### src/rtl/mseq_pkg.sv
// Shared types and default sizing for the Mealy sequence run controller.
// Holds the controller state enum and the default parameter values.
// No logic; imported by the interface, matcher and top.
package mseq_pkg;

  localparam int DEF_MAX_LEN     = 8;
  localparam int DEF_CNT_W       = 8;
  localparam int DEF_TIMEOUT_CYC = 255;
  localparam int LEN_W           = $clog2(DEF_MAX_LEN + 1);

  typedef enum logic [1:0] {
    IDLE = 2'd0,
    RUN  = 2'd1,
    DONE = 2'd2
  } state_t;

endpackage

### src/rtl/mealy_seq_ctrl_if.sv
// Config, control, serial-bit and status bundle of the sequence run controller.
// Pure wiring, no latency.
// No backpressure; in_valid qualifies each serial bit.
interface mealy_seq_ctrl_if
  import mseq_pkg::*;
#(
  parameter int MAX_LEN = DEF_MAX_LEN,
  parameter int CNT_W   = DEF_CNT_W
) ();

  localparam int CFG_LEN_W = $clog2(MAX_LEN + 1);

  logic                 cfg_we;
  logic [MAX_LEN-1:0]   cfg_pattern;
  logic [CFG_LEN_W-1:0] cfg_len;
  logic                 cfg_overlap;
  logic [CNT_W-1:0]     cfg_target;
  logic                 start;
  logic                 abort;
  logic                 in_valid;
  logic                 in;
  logic                 busy;
  logic                 match;
  logic                 done;
  logic                 err;
  logic                 timeout;
  logic [CNT_W-1:0]     match_count;

  modport master (
    output cfg_we, cfg_pattern, cfg_len, cfg_overlap, cfg_target,
    output start, abort, in_valid, in,
    input  busy, match, done, err, timeout, match_count
  );

  modport slave (
    input  cfg_we, cfg_pattern, cfg_len, cfg_overlap, cfg_target,
    input  start, abort, in_valid, in,
    output busy, match, done, err, timeout, match_count
  );

endinterface

### src/rtl/mseq_matcher.sv
// Programmable Mealy bit-pattern matcher: history shift register, fill count, compare.
// Zero latency: match is combinational with the final bit of the pattern.
// No backpressure; only shift beats advance the history.
module mseq_matcher
  import mseq_pkg::*;
#(
  parameter int MAX_LEN = DEF_MAX_LEN
) (
  input  logic                               clk,
  input  logic                               reset,
  input  logic                               clear,
  input  logic                               shift,
  input  logic                               overlap,
  input  logic                               din,
  input  logic [MAX_LEN-1:0]                 pattern,
  input  logic [$clog2(MAX_LEN+1)-1:0]       len,
  output logic                               match
);

  localparam int LW = $clog2(MAX_LEN + 1);

  logic [MAX_LEN-2:0] hist;
  logic [LW-1:0]      fill;
  logic [MAX_LEN-1:0] window;
  logic [MAX_LEN-1:0] mask;
  logic [MAX_LEN:0]   len_bit;

  // Window of the newest len bits (incoming bit included) compared against the pattern
  always_comb begin
    window  = {hist, din};
    len_bit = (MAX_LEN+1)'(1) << len;
    mask    = MAX_LEN'(len_bit - 1'b1);
    match   = shift
            && (({1'b0, fill} + (LW+1)'(1)) >= {1'b0, len})
            && ((window & mask) == (pattern & mask));
  end

  // History and fill; a non-overlapping match forgets everything seen so far
  always_ff @(posedge clk) begin
    if (!reset || clear) begin
      hist <= '0;
      fill <= '0;
    end else if (shift) begin
      hist <= window[MAX_LEN-2:0];
      if (match && !overlap)
        fill <= '0;
      else if (fill != LW'(MAX_LEN))
        fill <= fill + 1'b1;
    end
  end

endmodule

### src/rtl/mealy_seq_ctrl.sv
// Run controller around mseq_matcher: config latch, IDLE/RUN/DONE FSM, match counter.
// match is same-cycle; done/err/timeout pulse one cycle after the deciding edge.
// No backpressure; MSEQ_TIMEOUT_EN adds an idle-cycle timeout that ends a run.
module mealy_seq_ctrl
  import mseq_pkg::*;
#(
  parameter int MAX_LEN     = DEF_MAX_LEN,
  parameter int CNT_W       = DEF_CNT_W,
  parameter int TIMEOUT_CYC = DEF_TIMEOUT_CYC
) (
  input  logic             clk,
  input  logic             reset,
  mealy_seq_ctrl_if.slave  bus
);

  localparam int LW = $clog2(MAX_LEN + 1);

  state_t             state, state_nx;
  logic [MAX_LEN-1:0] pat_q;
  logic [LW-1:0]      len_q;
  logic               ov_q;
  logic [CNT_W-1:0]   tgt_q;
  logic [CNT_W-1:0]   cnt_q;
  logic [CNT_W-1:0]   cnt_inc;
  logic               err_q;
  logic               cfg_take;
  logic [LW-1:0]      len_eff;
  logic               len_ok;
  logic               running;
  logic               hit;
  logic               target_hit;
  logic               start_ok;
  logic               start_bad;
  logic               to_expire;

  // Same-cycle cfg_we and start: start sees the freshly written length
  assign cfg_take   = (state == IDLE) && bus.cfg_we;
  assign len_eff    = cfg_take ? bus.cfg_len : len_q;
  assign len_ok     = (len_eff != '0) && (len_eff <= LW'(MAX_LEN));
  assign running    = (state == RUN);
  assign cnt_inc    = (cnt_q == '1) ? cnt_q : cnt_q + 1'b1;
  assign target_hit = hit && (tgt_q != '0) && (cnt_inc == tgt_q);

  mseq_matcher #(.MAX_LEN(MAX_LEN)) u_matcher (
    .clk     (clk),
    .reset   (reset),
    .clear   (!running),
    .shift   (running && bus.in_valid),
    .overlap (ov_q),
    .din     (bus.in),
    .pattern (pat_q),
    .len     (len_q),
    .match   (hit)
  );

`ifdef MSEQ_TIMEOUT_EN
  localparam int TW = $clog2(TIMEOUT_CYC + 1);
  logic [TW-1:0] to_cnt;
  logic [TW-1:0] to_nx;
  logic          to_q;

  assign to_nx     = to_cnt + 1'b1;
  assign to_expire = running && !hit && (to_nx == TW'(TIMEOUT_CYC));

  // Idle-cycle counter: restarts on RUN entry and on every match
  always_ff @(posedge clk) begin
    if (!reset || !running || hit)
      to_cnt <= '0;
    else
      to_cnt <= to_nx;
  end

  // Timeout flag rides along with the DONE state it caused; abort suppresses it
  always_ff @(posedge clk) begin
    if (!reset)
      to_q <= 1'b0;
    else
      to_q <= to_expire && !bus.abort;
  end

  assign bus.timeout = to_q;
`else
  assign to_expire   = 1'b0;
  assign bus.timeout = 1'b0;
`endif

  // Next state; abort beats both target completion and timeout
  always_comb begin
    state_nx  = state;
    start_ok  = 1'b0;
    start_bad = 1'b0;
    case (state)
      IDLE: begin
        if (bus.start) begin
          start_ok  = len_ok;
          start_bad = !len_ok;
          if (len_ok)
            state_nx = RUN;
        end
      end
      RUN: begin
        if (bus.abort)
          state_nx = IDLE;
        else if (target_hit || to_expire)
          state_nx = DONE;
      end
      DONE:    state_nx = IDLE;
      default: state_nx = IDLE;
    endcase
  end

  // State, config registers, match counter and error pulse
  always_ff @(posedge clk) begin
    if (!reset) begin
      state <= IDLE;
      pat_q <= '0;
      len_q <= '0;
      ov_q  <= 1'b0;
      tgt_q <= '0;
      cnt_q <= '0;
      err_q <= 1'b0;
    end else begin
      state <= state_nx;
      err_q <= start_bad;
      if (cfg_take) begin
        pat_q <= bus.cfg_pattern;
        len_q <= bus.cfg_len;
        ov_q  <= bus.cfg_overlap;
        tgt_q <= bus.cfg_target;
      end
      if (start_ok)
        cnt_q <= '0;
      else if (hit)
        cnt_q <= cnt_inc;
    end
  end

  assign bus.busy        = running;
  assign bus.match       = hit;
  assign bus.done        = (state == DONE);
  assign bus.err         = err_q;
  assign bus.match_count = cnt_q;

endmodule

### src/flat_wrapper.sv
// flat-port wrapper written by rule: the top's interface ports become plain ports
module mealy_seq_ctrl_flat import mseq_pkg::*;
#(
  parameter int MAX_LEN     = DEF_MAX_LEN,
  parameter int CNT_W       = DEF_CNT_W,
  parameter int TIMEOUT_CYC = DEF_TIMEOUT_CYC
)
  (clk, reset, bus_cfg_we, bus_cfg_pattern, bus_cfg_len, bus_cfg_overlap, bus_cfg_target, bus_start, bus_abort, bus_in_valid, bus_in, bus_busy, bus_match, bus_done, bus_err, bus_timeout, bus_match_count);
  mealy_seq_ctrl_if #(.MAX_LEN(MAX_LEN), .CNT_W(CNT_W)) bus_i ();
  input  logic clk;
  input  logic reset;
  input wire logic [$bits(bus_i.cfg_we)-1:0] bus_cfg_we;
  input wire logic [$bits(bus_i.cfg_pattern)-1:0] bus_cfg_pattern;
  input wire logic [$bits(bus_i.cfg_len)-1:0] bus_cfg_len;
  input wire logic [$bits(bus_i.cfg_overlap)-1:0] bus_cfg_overlap;
  input wire logic [$bits(bus_i.cfg_target)-1:0] bus_cfg_target;
  input wire logic [$bits(bus_i.start)-1:0] bus_start;
  input wire logic [$bits(bus_i.abort)-1:0] bus_abort;
  input wire logic [$bits(bus_i.in_valid)-1:0] bus_in_valid;
  input wire logic [$bits(bus_i.in)-1:0] bus_in;
  output wire logic [$bits(bus_i.busy)-1:0] bus_busy;
  output wire logic [$bits(bus_i.match)-1:0] bus_match;
  output wire logic [$bits(bus_i.done)-1:0] bus_done;
  output wire logic [$bits(bus_i.err)-1:0] bus_err;
  output wire logic [$bits(bus_i.timeout)-1:0] bus_timeout;
  output wire logic [$bits(bus_i.match_count)-1:0] bus_match_count;
  assign bus_i.cfg_we = bus_cfg_we;
  assign bus_i.cfg_pattern = bus_cfg_pattern;
  assign bus_i.cfg_len = bus_cfg_len;
  assign bus_i.cfg_overlap = bus_cfg_overlap;
  assign bus_i.cfg_target = bus_cfg_target;
  assign bus_i.start = bus_start;
  assign bus_i.abort = bus_abort;
  assign bus_i.in_valid = bus_in_valid;
  assign bus_i.in = bus_in;
  assign bus_busy = bus_i.busy;
  assign bus_match = bus_i.match;
  assign bus_done = bus_i.done;
  assign bus_err = bus_i.err;
  assign bus_timeout = bus_i.timeout;
  assign bus_match_count = bus_i.match_count;
  mealy_seq_ctrl #(.MAX_LEN(MAX_LEN), .CNT_W(CNT_W), .TIMEOUT_CYC(TIMEOUT_CYC)) u_core (.clk(clk), .reset(reset), .bus(bus_i));
endmodule
### config.mk
export PLATFORM = sky130hd
export DESIGN_NAME = mealy_seq_ctrl_flat
export DESIGN_NICKNAME = d
export VERILOG_FILES = /design/src/rtl/mseq_pkg.sv /design/src/rtl/mealy_seq_ctrl_if.sv /design/src/rtl/mseq_matcher.sv /design/src/rtl/mealy_seq_ctrl.sv /design/src/flat_wrapper.sv
export SDC_FILE = /design/constraint.sdc
export NUM_CORES = 1
export LEC_CHECK = 0
export BUFFER_PORTS_ARGS = -buffer_cell sky130_fd_sc_hd__buf_4
export CAP_MARGIN = 25
export CORE_ASPECT_RATIO = 1.5
export CORE_MARGIN = 5
export CORE_UTILIZATION = 55
export DETAILED_ROUTE_END_ITERATION = 16
export PLACE_DENSITY = 0.84
export SYNTH_ARGS = -nofsm -noshare
export SYNTH_HDL_FRONTEND = slang
export SYNTH_SLANG_ARGS = --single-unit
### constraint.sdc
create_clock -name clk -period 3.9 [get_ports clk]
set_clock_uncertainty 0.05 [all_clocks]
set_input_delay 0.78 -clock clk [delete_from_list [all_inputs] [get_ports clk]]
set_output_delay 0.78 -clock clk [all_outputs]
set_load 0.02 [all_outputs]
==> results.tsv, run 1 <==
metric	value	unit
status	finished clean	
Mapped Cells	300	
fillers	390	
worst hold-check path type	flip-flop to flip-flop	
Pwr per Cell Area	340	nW/um^2
vias in the first global route	2161	
Area Growth Syn to Fin	17.1	%
CP max-delay cell	or4_4	
Hold Fails Final Rpt	0	
Achievable Freq	269	MHz
I/O Buffers	39	
Seq/Total Area, Yosys	34.8	%
post-CTS sizing	0	
Synthesized Nets	336	
hold buffers post-CTS	0	
full die area	5970	sq um
Inserted Diodes	0	
Worst Hold Depth	2	
final period utilization	95.4	%
Die X	64.8	um
MaxCap Viol Count	0	
Worst-Margin Slew	628	ps
postcts setup bufs	0	
CTS sink count	43	
Initial Utilization	55.9	%
largest net degree at the start of global routing	28	
initial antenna violation count	0	
Post-synth EDFFs	0	
Fin Setup TNS	0	ps
CTS tree	done	
layout cells sized above 1	21.2	%
Post-route DRC	0	
Synth Flop Type	dfxtp_1	
CP startpoint kind	flip-flop	
cells along the critical path	or4_4, ha_2, or3_2, a211oi_1, o21ai_1, nand4_4, nor2_1, buf_4	
worst-case reg-to-reg path depth	8	
Tmin final	3720	ps
Iter 0 DRT Violations	192	
Critical Path Max Stage Delay	570	ps
DP HPWL	4440	um
hold_sp	u_core.pat_q[0]	
placed insts	375	
fin util	65.5	%
first-pass GRT wire length	9680	um
CORE AREA	4430	sq um
Die Y	92.2	um
Ys Warns	0	
via count	2260	
R2R Path Start	u_core.len_q[0]	
FFs w/ async S/R, synth	0	%
gr ovfl total	0	
post-synthesis cell type count	52	
final setup fails	0	
# H-tree levels	2	
Max Buffers Root-to-Sink	2	
Pre-antenna DRT Iters	4	
crit path kind	flip-flop to output pin	
Global Route Usage Sum	20.2	%
Rel. slew slack	57.8	%
Yosys reg bits	43	
CP startpoint	u_core.len_q[0]	
CP arrival	2890	ps
peak supply drop	223	uV
vias per cell	5.90	
Req. time, crit path	3070	ps
Mapped Area	2470	sq um
syn_area_per_cell	8.25	sq um
Root Driver	clkbuf_8	
Placer Congestion	0.915	
final wirelength	5810	um
Non-Filler Instances	383	
clk_lat worst skew	300	ps
unrepaired setup endpoints after global routing	no	
Pleak	0.00115	uW
Worst Path Max Fanout	10	
# nets final	370	
Crit. End Element	output pin	
Slew Viols, Final	0	
drt wl/cell	15.2	um
clk slew on worst S/H paths	90	ps
CTS buffer count	5	
final antenna-violating net count	0	
Ports	41	
# rows	30	
[path summary, 6_finish.rpt]
path / end / slack, ps
worst max register to register: u_core.bus.match_count[5] / 960
worst min-delay path: u_core.pat_q[0] / 430
worst max-delay path: bus_match / 180
worst min register to register: u_core.pat_q[0] / 430
[cell usage in the layout (no fill, tap or decap), drive strengths merged, types with 3 or more instances in the layout]
master   n
nand2   56
dfxtp   43
buf     42
a21boi  21
nor2    20
a21oi   13
xnor2   11
xor2     9
inv      9
o31ai    9
mux2i    8
ha       8
o21ai    7
nand3    6
nor4     5
clkbuf   5
nand4    5
or4      5
nor2b    4
nor3     4
or2      4
a31oi    3
a311oi   3
[cells in the mapped netlist (2+ instances only)]
| master | instances | area (sq um) |
|---|---|---|
| nor2_1 | 20 | 75.1 |
| ha_1 | 8 | 100 |
| a21oi_1 | 13 | 65.1 |
| a21boi_0 | 21 | 158 |
| a31oi_1 | 3 | 18.8 |
| or4_1 | 3 | 22.5 |
| xor2_1 | 9 | 78.8 |
| clkbuf_1 | 10 | 37.5 |
| or2_2 | 4 | 25.0 |
| nor3_1 | 4 | 20.0 |
| mux2i_1 | 8 | 80.1 |
| o31ai_1 | 9 | 67.6 |
| nand2_1 | 56 | 210 |
| a311oi_1 | 3 | 26.3 |
| nor4_1 | 5 | 31.3 |
| xnor2_1 | 11 | 96.3 |
| a31o_2 | 2 | 17.5 |
| or4_4 | 2 | 22.5 |
| mux2_2 | 2 | 22.5 |
| nand3_1 | 6 | 30.0 |
| o21ai_0 | 7 | 35.0 |
| nand4_1 | 4 | 25.0 |
| nor2b_1 | 4 | 25.0 |
| o22ai_1 | 2 | 12.5 |
| a211oi_1 | 2 | 15.0 |
| buf_2 | 3 | 15.0 |
| o21a_1 | 2 | 15.0 |
| and3_1 | 2 | 12.5 |
| dfxtp_1 | 43 | 861 |
| inv_1 | 9 | 33.8 |
| nor3b_1 | 2 | 15.0 |
[cells by family after synthesis]
group | after synthesis | share of synthesized area [%]
mux | 10 | 4.15
flops | 43 | 34.8
buf+inv | 24 | 4.25
compound gates | 72 | 21.0
xor+xnor | 20 | 7.08
simple gates | 122 | 24.6
fa+ha+maj | 8 | 4.04
other cells | 1 | 0.152
[report_power, final]
group,switching (uW),internal (uW),total [uW]
sequential,19.2,456,475
combinational,84.0,75.1,159
clock,162,191,353
[per-stage QoR]
stage                     hold WS, ps  cell area, sq um  setup slack [ps]  power [uW]
after floorplan                   394              2470               665         591
after global placement            414              2780               449         637
after CTS                         433              2890              23.5         988
after detailed placement          422              2780               354         642
final                             432              2900               181         987
after global routing              461              2900              13.2        1030
[sequential cells by signal, indices dropped and copies added, names as in the netlist]
name,flops
u_core.len_q,4
u_core.pat_q,8
u_core.u_matcher.hist,7
u_core.bus.err,1
u_core.u_matcher.fill,4
u_core.state,2
u_core.bus.match_count,8
u_core.ov_q,1
u_core.tgt_q,8
[layer usage]
metal  up-vias  GRT usage, %  wire length [um]
met5         -             0                 0
met2        66          36.6              3050
li1       1131             -                 -
met1      1055          23.0              2340
met3         8          3.19               309
met4         0          7.94               118
[worst max-delay path, delay by kind of cell, from the launching register on]
family	cells	cell delay [ps]
buf+inv	1	180
simple gates	4	1340
compound gates	2	420
flops	1	400
fa+ha+maj	1	250
[layout make-up]
cell class	instances	area [sq um]	area share, %
multi-input combinational	233	1520	52.4
sequential	43	862	29.7
timing repair buffer	42	313	10.8
clock buffer	5	68.8	2.37
tap	48	60.1	2.07
clock inverter	3	43.8	1.51
inverter	9	33.8	1.17
Power figures use the tool's default switching activity.
==> run 2: changes to the inputs <==
--- a/config.mk
+++ b/config.mk
@@ -5,6 +5,7 @@
 export SDC_FILE = /design/constraint.sdc
 export NUM_CORES = 1
 export LEC_CHECK = 0
+export ABC_AREA = 1
 export BUFFER_PORTS_ARGS = -buffer_cell sky130_fd_sc_hd__buf_4
 export CAP_MARGIN = 25
 export CORE_ASPECT_RATIO = 1.5
==> run 2 against run 1 <==
Net effect: design area decreased by 0.56%; non-clock buffer count down 3; maximum frequency up 17%; count of clock-buffer cells in the layout up 1; critical path depth grew 4; final cell count increased by 20%; combinational power up 34%.
==> results.tsv, run 2 <==
metric	value	unit	change
# H-tree levels	2		unchanged
Tmin final	3180	ps	-536 ps
top cells by area, synth	dfxtp_1 35%, nand2_1 13%, nand3_1 7.5%		
top post-synthesis cells by count	84 x nand2_1, 49 x inv_1, 43 x dfxtp_1		
Die Y	92.3	um	+0.16%
Req. time, crit path	3070	ps	about the same
via count	2427		+7.4%
Yosys reg bits	43		unchanged
cells along the critical path	ha_1, xor2_1, ha_1, nand2_1, nand2_1, nand3_1, nand4_1, nand2_1, inv_1, nand2_4, clkinv_2, buf_4		
share of the synthesized area in the top cell type	34.7	%	-0.12 points
Seq/Total Area, Yosys	34.7	%	-0.12 points
Rel. slew slack	62.4	%	+4.6 points
multi-input logic area	1380	sq um	-9.0%
overall power	984	uW	-0.25%
CP startpoint kind	flip-flop		
setup ws final	717	ps	+536 ps
Placer Congestion	0.963		+5.2%
Ys Warns	0		unchanged
Max Buffers Root-to-Sink	2		unchanged
Slew Viols, Final	0		unchanged
gr ovfl total	0		unchanged
Global Route Usage Sum	21.2	%	+1.0 points
CP max-delay cell	dfxtp_1		
Pwr per Cell Area	341	nW/um^2	+0.31%
DP HPWL	4710	um	+6.1%
worst hold-check path type	flip-flop to flip-flop		
peak supply drop	237	uV	+6.2%
DP Area	2800	sq um	+0.49%
CTS sink count	43		unchanged
final antenna-violating net count	0		unchanged
Inserted Diodes	0		unchanged
final period utilization	81.6	%	-14 points
final wirelength	5920	um	+1.9%
Root Driver	clkbuf_8		
register area	861	sq um	-0.15%
drt wl/cell	12.9	um	-15%
crit path kind	flip-flop to output pin		
Post-route DRC	0		unchanged
# rows	30		unchanged
CORE AREA	4470	sq um	+0.85%
Synth Flop Type	dfxtp_1		
Mapped Area	2480	sq um	+0.35%
fillers	410		+5.1%
Worst Path Max Fanout	10		unchanged
post-CTS sizing	0		unchanged
unrepaired setup endpoints after global routing	no		
clk slew on worst S/H paths	80	ps	about the same
Initial Utilization	55.6	%	-0.27 points
CTS buffer count	5		unchanged
Pre-antenna DRT Iters	4		unchanged
Critical Path Max Stage Delay	400	ps	-170 ps
Pleak	0.00139	uW	+21%
Mapped Cells	372		+24%
Hold Fails Final Rpt	0		unchanged
clk_lat worst skew	290	ps	about the same
layout cells sized above 1	16.8	%	-4.4 points
I/O Buffers	39		unchanged
Achievable Freq	314	MHz	+17%
Fin Setup TNS	0	ps	unchanged
Ports	41		unchanged
cell taking the most area after synthesis	dfxtp_1		
most frequent CP cell	nand2_1		
Die X	64.9	um	+0.15%
top-count cell post-synth	nand2_1		
Crit. End Element	output pin		
family with the most delay on the worst path	adder cells		
Area Growth Syn to Fin	16.1	%	
CTS tree	done		
hold buffers post-CTS	0		unchanged
largest net degree at the start of global routing	37		+32%
postcts setup bufs	0		unchanged
Iter 0 DRT Violations	66		-66%
syn_area_per_cell	6.68	sq um	-19%
Synthesized Nets	408		+21%
vias in the first global route	2375		+9.9%
status	finished clean		
full die area	5990	sq um	+0.30%
most frequent cells in the layout	84 x nand2_1, 49 x inv_1, 43 x dfxtp_1, 41 x nor2_1, 39 x buf_4		
MaxCap Viol Count	0		unchanged
Post-synth EDFFs	0		unchanged
pre-CTS setup slack	911	ps	+557 ps
vias per cell	5.30		-10%
first-pass GRT wire length	10100	um	+4.1%
post-synthesis cell type count	28		-46%
Bufs and invs on worst path	3		+2
Worst-Margin Slew	563	ps	-65.5 ps
CP arrival	2350	ps	-540 ps
reg2reg setup slack	1690	ps	+730 ps
initial antenna violation count	0		unchanged
final setup fails	0		unchanged
most common cell after layout, fill and taps aside	nand2_1		
post-route cell area	2880	sq um	-0.56%
# nets final	446		+21%
FFs w/ async S/R, synth	0	%	unchanged
-- run 2: path summary, 6_finish.rpt --
kind                                  from                  endpoint  depth (start not counted)
setup / recovery  u_core.u_matcher.fill[0]                 bus_match                         12
hold / removal             u_core.pat_q[1]           u_core.pat_q[1]                          2
setup reg to reg  u_core.u_matcher.fill[0]  u_core.u_matcher.fill[1]                         15
hold reg to reg            u_core.pat_q[1]           u_core.pat_q[1]                          2
-- run 2: final cells by class --
class	instances	area share, %
Multi-Input combinational cell	268	47.9
Inverter	53	6.94
Clock inverter	1	0.174
Clock buffer	6	2.86
Tap cell	48	2.08
Sequential cell	43	29.9
Timing Repair Buffer	39	10.2
-- run 2: report_power, final --
group	total (uW)	switching (uW)	leakage, uW	internal (uW)
registers	485	20.7	0.000352	465
logic	213	131	0.000989	81.6
clock network	286	147	0.0000470	139
total	984	299	0.00139	685
-- run 2: worst reg2reg max path, cell delays in order (launching register included) --
cell	delay, ps
dfxtp_1	400
inv_1	80
ha_1	310
ha_1	300
nand2_1	50
nor2_1	80
nand2_1	50
nand4_1	90
nand2_1	50
inv_1	160
nand3b_4	130
nand2_2	90
nand2_2	70
nand2_1	80
nand2_1	40
nor2_1	100
-- run 2: cells by family (layout without fill, tap and decap cells) --
group                    Yosys count  count (layout)  synth area share, %
adder cells (fa/ha/maj)            8               8                 4.03
flip-flops                        43              43                 34.7
AND/OR/NAND/NOR                  188             188                 34.9
buffers and inverters             61              99                 9.72
XOR/XNOR                          12              12                 4.23
other                              1               1                0.151
AO/OA/AOI/OAI                     59              59                 12.3
-- run 2: layer usage --
metal | vias to the layer above | part of all wire (%) | GRT usage (%)
li1 | 1259 | - | -
met5 | - | 0 | 0
met4 | 0 | 4.6 | 12.0
met2 | 59 | 55 | 41.1
met1 | 1084 | 37 | 20.5
met3 | 25 | 3.3 | 3.16
-- run 2: stage by stage --
stage / cells / utilization, % / hold slack, ps
2_1_floorplan: 372 / - / 394
3_3_place_gp: 451 / 62.6 / 403
3_5_place_dp: 451 / 62.6 / 411
4_1_cts: 458 / 64.5 / 422
5_1_grt: 458 / 64.5 / 434
6_report: 458 / 64.5 / 423
==> run 3: changes to the inputs <==
--- a/config.mk
+++ b/config.mk
@@ -10,9 +10,9 @@
 export CAP_MARGIN = 25
 export CORE_ASPECT_RATIO = 1.5
 export CORE_MARGIN = 5
-export CORE_UTILIZATION = 55
+export CORE_UTILIZATION = 51
 export DETAILED_ROUTE_END_ITERATION = 16
-export PLACE_DENSITY = 0.84
+export PLACE_DENSITY = 0.82
 export SYNTH_ARGS = -nofsm -noshare
 export SYNTH_HDL_FRONTEND = slang
 export SYNTH_SLANG_ARGS = --single-unit
==> constraint.sdc (replaced) <==
create_clock -name clk -period 2.7 [get_ports clk]
set_clock_uncertainty 0.05 [all_clocks]
set_input_delay 0.54 -clock clk [delete_from_list [all_inputs] [get_ports clk]]
set_output_delay 0.54 -clock clk [all_outputs]
set_load 0.02 [all_outputs]
==> run 3 against run 2 <==
Net effect: global-route usage fell by 0.62 points; sequential cell count is the same; critical path depth unchanged; largest cell class unchanged.
==> results.tsv, run 3 (synthesis results as in run 2) <==
metric	value	unit	change
Fin Setup TNS	0	ps	unchanged
Die Y	95.5	um	+3.4%
Tmin final	2590	ps	
Req. time, crit path	2110	ps	-960 ps
# nets final	452		+1.3%
wire length on met2	3470	um	+6.7%
most frequent CP cell	nand2_1		
Global Route Usage Sum	20.6	%	-0.62 points
drt wl/cell	12.7	um	-2.1%
CTS sink count	43		unchanged
Initial Utilization	52.1	%	-3.5 points
Crit. End Element	output pin		
Die X	67.0	um	+3.3%
full die area	6390	sq um	+6.8%
DP Area	2840	sq um	+1.6%
top sig layer	met4		
clk_lat worst skew	290	ps	about the same
reg2reg setup slack	530	ps	-1160 ps
Placer Congestion	0.941		-2.3%
routed wl met3	197	um	-0.51%
Slew Viols, Final	0		unchanged
Iter 0 DRT Violations	127		+92%
Pre-antenna DRT Iters	5		+1
final wirelength	6100	um	+3.0%
Achievable Freq	387	MHz	
CTS buffer count	5		unchanged
via count	2464		+1.5%
CTS tree	done		
Area Growth Syn to Fin	21.2	%	
CORE AREA	4770	sq um	+6.8%
fillers	446		+8.8%
layout cells sized above 1	20.4	%	+3.6 points
vias per cell	5.11		-3.5%
final setup fails	0		unchanged
CP max-delay cell	dfxtp_4		
final antenna-violating net count	0		unchanged
first-pass GRT wire length	10100	um	+0.56%
Pleak	0.00142	uW	+2.1%
worst hold-check path type	flip-flop to flip-flop		
most common cell after layout, fill and taps aside	nand2_1		
final period utilization	95.8	%	
DP HPWL	4680	um	-0.58%
peak supply drop	301	uV	+27%
most frequent cells in the layout	84 x nand2_1, 48 x inv_1, 44 x buf_4, 41 x nor2_1, 38 x dfxtp_1		
unrepaired setup endpoints after global routing	no		
routed metal-1 wirelength	2320	um	+5.5%
CP startpoint kind	flip-flop		
Root Driver	clkbuf_8		
initial antenna violation count	0		unchanged
clk slew on worst S/H paths	80	ps	about the same
Worst Path Max Fanout	5		-5
Ports	41		unchanged
Hold Fails Final Rpt	0		unchanged
# H-tree levels	2		unchanged
CP arrival	2000	ps	-350 ps
crit path kind	flip-flop to output pin		
Bufs and invs on worst path	3		unchanged
Worst-Margin Slew	505	ps	-57.9 ps
status	finished clean		
Max Buffers Root-to-Sink	2		unchanged
MaxCap Viol Count	0		unchanged
Inserted Diodes	0		unchanged
cells along the critical path	ha_4, xor2_2, ha_1, nand2_1, nand2_1, nand3_1, nand4_1, nand2_1, inv_2, nand2_4, clkinv_2, buf_6		
# rows	31		+3.3%
largest net degree at the start of global routing	22		-41%
Critical Path Max Stage Delay	370	ps	-30 ps
family with the most delay on the worst path	adder cells		
post-route cell area	3010	sq um	+4.4%
vias in the first global route	2472		+4.1%
Rel. slew slack	66.2	%	+3.9 points
Pwr per Cell Area	478	nW/um^2	+40%
Post-route DRC	0		unchanged
gr ovfl total	0		unchanged
I/O Buffers	39		unchanged
[run 3: cell count changes in the layout (fill, tap and decap cells not counted), sizes merged]
cell and change:
buf +6
[run 3: path summary, 6_finish.rpt]
path	endpoint	cells after the start	startpoint
hold / removal	u_core.pat_q[5]	2	u_core.pat_q[5]
setup / recovery	bus_match	12	u_core.u_matcher.fill[0]
hold reg to reg	u_core.pat_q[5]	2	u_core.pat_q[5]
setup reg to reg	u_core.state[0]	15	u_core.u_matcher.fill[0]
[run 3: metal layers]
| layer | track usage, % | vias to the layer above |
|---|---|---|
| li1 | - | 1271 |
| met5 | 0 | - |
| met1 | 20.3 | 1119 |
| met3 | 3.77 | 9 |
| met2 | 39.7 | 65 |
| met4 | 10.5 | 0 |
[run 3: layout make-up]
cell class	instances	area (sq um)	area share, %
Multi-Input combinational cell	268	1430	47.4
Sequential cell	43	872	29.0
Timing Repair Buffer	45	342	11.3
Inverter	53	200	6.65
Clock buffer	6	82.6	2.74
Tap cell	66	82.6	2.74
Clock inverter	1	5.00	0.166
[run 3: repair_timing]
action | CTS | global route
setup buffers | 1 | 2
endpoints found under the setup margin | 1 | 1
gates resized for setup | 1 | 13
pin swaps | 1 | 5
hold buffers | 0 | 0
[run 3: worst min-delay path, delay by kind of cell, from the launching register on]
| family | cells | cell delay, ps |
|---|---|---|
| flip-flops | 1 | 310 |
| buffers and inverters | 1 | 60 |
| AO/OA/AOI/OAI | 1 | 50 |
[run 3: report_power, final]
group	total, uW	internal (uW)	switching (uW)
Combinational	321	128	193
Sequential	701	670	30.7
Clock	416	201	215
Total	1440	999	439
[run 3: stage by stage]
stage	setup WS, ps	total power [uW]	std cells	hold slack [ps]	util [%]
after floorplan	433	931	372	394	-
after global placement	255	1020	472	403	59.5
after detailed placement	225	1030	472	411	59.5
after CTS	6.60	1440	480	424	61.6
after global routing	1.26	1520	482	433	63.1
final	114	1440	482	421	63.1
